`config.mk`:
```
export PLATFORM = sky130hd
export DESIGN_NAME = fila_param
export DESIGN_NICKNAME = d
export VERILOG_FILES = /design/src/rtl/fila_param.sv
export SDC_FILE = /design/constraint.sdc
export NUM_CORES = 1
export LEC_CHECK = 0
export ABC_CLOCK_PERIOD_IN_PS = 3400
export CAP_MARGIN = 20
export CORE_MARGIN = 5
export CORE_UTILIZATION = 57
export DETAILED_ROUTE_END_ITERATION = 7
export PLACE_DENSITY = 0.79
export SLEW_MARGIN = 10
export SYNTH_ARGS = -nofsm -noshare
export SYNTH_HDL_FRONTEND = slang
export SYNTH_SLANG_ARGS = --single-unit
```
`constraint.sdc`:
```
create_clock -name clk_10KHz -period 3.4 [get_ports clk_10KHz]
set_input_delay 1.02 -clock clk_10KHz [delete_from_list [all_inputs] [get_ports clk_10KHz]]
set_output_delay 1.02 -clock clk_10KHz [all_outputs]
set_load 0.01 [all_outputs]
```
`src/rtl/fila_param.sv`:
```
`default_nettype none
// ============================================================================
// Module   : fila_param
// Summary  : Parametrised synchronous circular-buffer FIFO with occupancy,
//            full/empty/almost-full flags, sticky errors and flush.
// Revision : 1.0 - initial release
// ============================================================================
module fila_param #(
  parameter int DATA_W    = 8,
  parameter int DEPTH     = 8,
  parameter int LEN_W     = 8,
  parameter int AF_THRESH = 6
) (
  input  logic              clk_10KHz,
  input  logic              reset,
  input  logic [DATA_W-1:0] data_in,
  input  logic              enqueue_in,
  input  logic              dequeue_in,
  input  logic              flush_in,
  input  logic              clear_err_in,
  output logic [DATA_W-1:0] data_out,
  output logic [LEN_W-1:0]  len_out,
  output logic              empty_out,
  output logic              full_out,
  output logic              almost_full_out,
  output logic              overflow_err_out,
  output logic              underflow_err_out
);

  localparam int                 c_PTR_W    = (DEPTH > 1) ? $clog2(DEPTH) : 1;
  localparam logic [c_PTR_W-1:0] c_LAST_PTR = c_PTR_W'(DEPTH - 1);
  localparam logic [LEN_W-1:0]   c_DEPTH    = LEN_W'(DEPTH);
  localparam logic [LEN_W-1:0]   c_AF       = LEN_W'(AF_THRESH);
  localparam logic [LEN_W-1:0]   c_ONE      = LEN_W'(1);

  logic [DATA_W-1:0]  r_mem [DEPTH];
  logic [c_PTR_W-1:0] r_head;
  logic [c_PTR_W-1:0] r_tail;
  logic [LEN_W-1:0]   r_len;
  logic [DATA_W-1:0]  r_data_out;
  logic               r_empty;
  logic               r_full;
  logic               r_af;
  logic               r_ovf;
  logic               r_udf;

  logic               w_deq_ok;
  logic               w_enq_ok;
  logic               w_ovf_evt;
  logic               w_udf_evt;
  logic [LEN_W-1:0]   w_len_next;

  // A pop frees a slot on the same edge, so a full FIFO can still take a push.
  always_comb begin
    w_deq_ok   = dequeue_in && (r_len != '0);
    w_enq_ok   = enqueue_in && ((r_len != c_DEPTH) || w_deq_ok);
    w_ovf_evt  = !flush_in && enqueue_in && !w_enq_ok;
    w_udf_evt  = !flush_in && dequeue_in && !w_deq_ok;
    w_len_next = r_len;
    if (flush_in) begin
      w_len_next = '0;
    end else if (w_enq_ok && !w_deq_ok) begin
      w_len_next = r_len + c_ONE;
    end else if (!w_enq_ok && w_deq_ok) begin
      w_len_next = r_len - c_ONE;
    end
  end

  // Storage is deliberately left out of reset.
  always_ff @(posedge clk_10KHz) begin
    if (!reset && !flush_in && w_enq_ok) begin
      r_mem[r_tail] <= data_in;
    end
  end

  always_ff @(posedge clk_10KHz) begin
    if (reset) begin
      r_head     <= '0;
      r_tail     <= '0;
      r_len      <= '0;
      r_data_out <= '0;
      r_empty    <= 1'b1;
      r_full     <= 1'b0;
      r_af       <= 1'b0;
      r_ovf      <= 1'b0;
      r_udf      <= 1'b0;
    end else begin
      if (flush_in) begin
        r_head <= '0;
        r_tail <= '0;
      end else begin
        if (w_enq_ok) begin
          r_tail <= (r_tail == c_LAST_PTR) ? '0 : r_tail + c_PTR_W'(1);
        end
        if (w_deq_ok) begin
          r_head     <= (r_head == c_LAST_PTR) ? '0 : r_head + c_PTR_W'(1);
          r_data_out <= r_mem[r_head];
        end
      end
      r_len   <= w_len_next;
      r_empty <= (w_len_next == '0);
      r_full  <= (w_len_next == c_DEPTH);
      r_af    <= (w_len_next >= c_AF);
      // A fresh error event wins over a same-cycle clear.
      r_ovf   <= w_ovf_evt || (r_ovf && !clear_err_in);
      r_udf   <= w_udf_evt || (r_udf && !clear_err_in);
    end
  end

  assign data_out          = r_data_out;
  assign len_out           = r_len;
  assign empty_out         = r_empty;
  assign full_out          = r_full;
  assign almost_full_out   = r_af;
  assign overflow_err_out  = r_ovf;
  assign underflow_err_out = r_udf;

endmodule
`default_nettype wire

```
==> results.md <==
- Setup repair bufs after CTS: 0
- Final non-filler cell total: 408
- Die area: 8610 sq um
- Fin util: 0.683
- Detail Placement HPWL: 5.33 mm
- Final min period: 2760 ps
- Total grt overflow: 0
- Final hold vios: 0
- TritonCTS buffer count: 9
- WL per Instance: 18.9 microns
- Layout area overhead: 17.4%
- Final GP Congestion: 0.917
- PostCTS Resize Cnt: 0
- Dpl cells: 392
- Met1 usage: 0.257
- H-Tree Depth: 3
- Layout cells sized above 1: 0.171
- R2R depth: 8
- IO Pins: 35
- R2r endpoint: full_out
- Core Area: 6720 sq um
- Post-synth EDFFs: 64
- Pre-CTS WS: 318 ps
- Syn avg cell area: 14.2 sq um
- Max transition margin: 0.438
- Max Fanout on Critical Path: 6
- Post-synth top area share: 0.492
- Std-Cell Rows: 30
- Setup TNS: 0 ps
- Pwr per Cell Area: 454 nW/um^2
- RSZ-0062 raised after global routing: false
- Number of distinct library cells after synthesis: 47
- Yosys Warn Count: 0
- Worst EP arrival: 3020 ps
- Status: completed
- TritonRoute pass-1 iters: 4
- Mapped Nets: 296
- Setup violators final: 0
- Period utilisation layout: 0.810
- P_leak: 1.53 nW
- Post-CTS Hold Buffers: 0
- Seq/Total Area, Yosys: 0.630
- Vias: 2408
- Critical Path End Type: flip-flop
- Worst skew pair latency: 360 ps
- CTS Sinks: 91
- Final WL: 7.72 mm
- CTS tree: yes
- Total track usage: 0.192
- Vias in the first global route: 2363
- Fmax: 363 MHz
- Max Slew Vio Count: 0
- First-pass GRT wire length: 12.4 mm
- Met2 Use GR: 0.305
- Post-route cell area: 4590 sq um
- Final nets: 343
- Worst IR Drop VDD: 0.354 mV
- Busiest grt layer: met2
- Top cells by area, synth: edfxtp_1 49%, dfxtp_1 14%, mux4_2 9.2%, nor2_1 4.0%, mux2i_1 3.3%
- Critical Path RT: 3660 ps
- Category of the most critical setup path: in -> reg
- Hold depth: 2
- Most common cell in the synthesized netlist: edfxtp_1
- Worst Skew: 14.5 ps
- Pin count of the biggest net entering global routing: 20
- Worst Tran Pin Value: 843 ps
- WHS Endpoint: data_out[1]
- Final antenna-violating net count: 0
- Dpl cell area: 4410 sq um
- GRT met3 Usage: 0.0487
- Ant diodes: 0
- Slack of the critical path: 644 ps
- Antenna violations before repair: 0
- First DRT Iteration DRCs: 171
- Ys flop type: edfxtp_1
- Root Buffer: clkbuf_8
- Yosys reg bits: 91
- Mapped Area: 3910 sq um
- Max Root-Sink Buffers: 2
- IO buf count: 34
- Initial Util: 0.582
- Vias/cell: 5.90
- Clock transition at the registers of the reported paths: 90 ps
- Min-delay worst type: reg -> reg
- CP Launch Type: input pin
- Cells after synthesis: 276
- FF-to-FF Start: len_out[1]
- Hold wc startpoint: data_out[1]
- Synth cell count leaders: 64 x edfxtp_1, 42 x nor2_1, 27 x dfxtp_1, 16 x mux4_2, 13 x mux2i_1
- Max-Cap Viols: 0
- DRC violations left: 0
- Asr flop ratio synth: 0
- Synth area leader: edfxtp_1
- Setup slack, reg-to-reg: 790 ps
- Die Ht: 92.8 microns
- Horiz. Die Dim: 92.8 microns
stage by stage:
step	hold WS (ps)	power, mW
2_1_floorplan	513	1.35
3_3_place_gp	490	1.43
3_5_place_dp	496	1.43
4_1_cts	509	2.10
5_1_grt	532	2.17
6_report	509	2.08
state kept, by name, indices dropped and copies added (netlist names):
name	flops
underflow_err_out	1
almost_full_out	1
data_out	8
empty_out	1
r_mem	64
r_tail	3
full_out	1
len_out	8
overflow_err_out	1
r_head	3
where the power goes:
group	total, mW	internal (mW)	switching, mW
combinational	0.192	0.0902	0.102
sequential	1.21	1.20	0.0136
clock	0.675	0.278	0.397
worst max-delay path, stage by stage:
cell,delay (ps)
clkdlybuf4s50_1,480
nor4_1,510
and4_1,260
a31oi_1,50
xor2_1,200
nand3_1,170
o31a_1,320
worst max path at each step:
stage | startpoint | cells after the start | endpoint
finish | enqueue_in | 7 | almost_full_out
global route | enqueue_in | 7 | almost_full_out
CTS | enqueue_in | 7 | almost_full_out
detailed placement | enqueue_in | 7 | almost_full_out
global placement | flush_in | 7 | r_mem[7][2]
floorplan | flush_in | 4 | r_mem[0][0]
cell usage in the layout, fill, tap and decap left out, types with 3 or more instances in the layout:
master and n:
a31oi_1 4, nor3_1 9, o21ai_0 4, dfxtp_1 27
mux4_2 16, nand2_1 9, edfxtp_1 64, nand2b_1 5
a21oi_1 5, clkbuf_8 9, mux2i_1 13, nor2_1 42
clkdlybuf4s50_1 34, buf_4 17, a211oi_1 9, o211ai_1 3
inv_1 5, inv_6 4, ha_1 6
routing by layer:
layer,vias up,share of wire
met3,10,0.053
met1,1167,0.45
met4,0,0.014
met5,-,0
li1,1166,-
met2,65,0.48
final cells by class:
type	count	area (sq um)
fillers	452	2130
clock inverters	7	57.6
multi-input cells	165	1360
inverters	5	18.8
repair buffers	51	468
flip-flops and latches	91	2460
clock buffers	9	124
well taps	80	100
logic make-up (layout without fill, tap and decap cells):
family / count (synthesis) / in the layout / synth area share
buf+inv: 20 / 72 / 0.0227
xor+xnor: 2 / 2 / 0.00641
flops: 91 / 91 / 0.630
fa+ha+maj: 6 / 6 / 0.0192
mux: 29 / 29 / 0.126
simple gates: 85 / 85 / 0.106
compound gates: 43 / 43 / 0.0897
(Power assumes the default switching activity.)
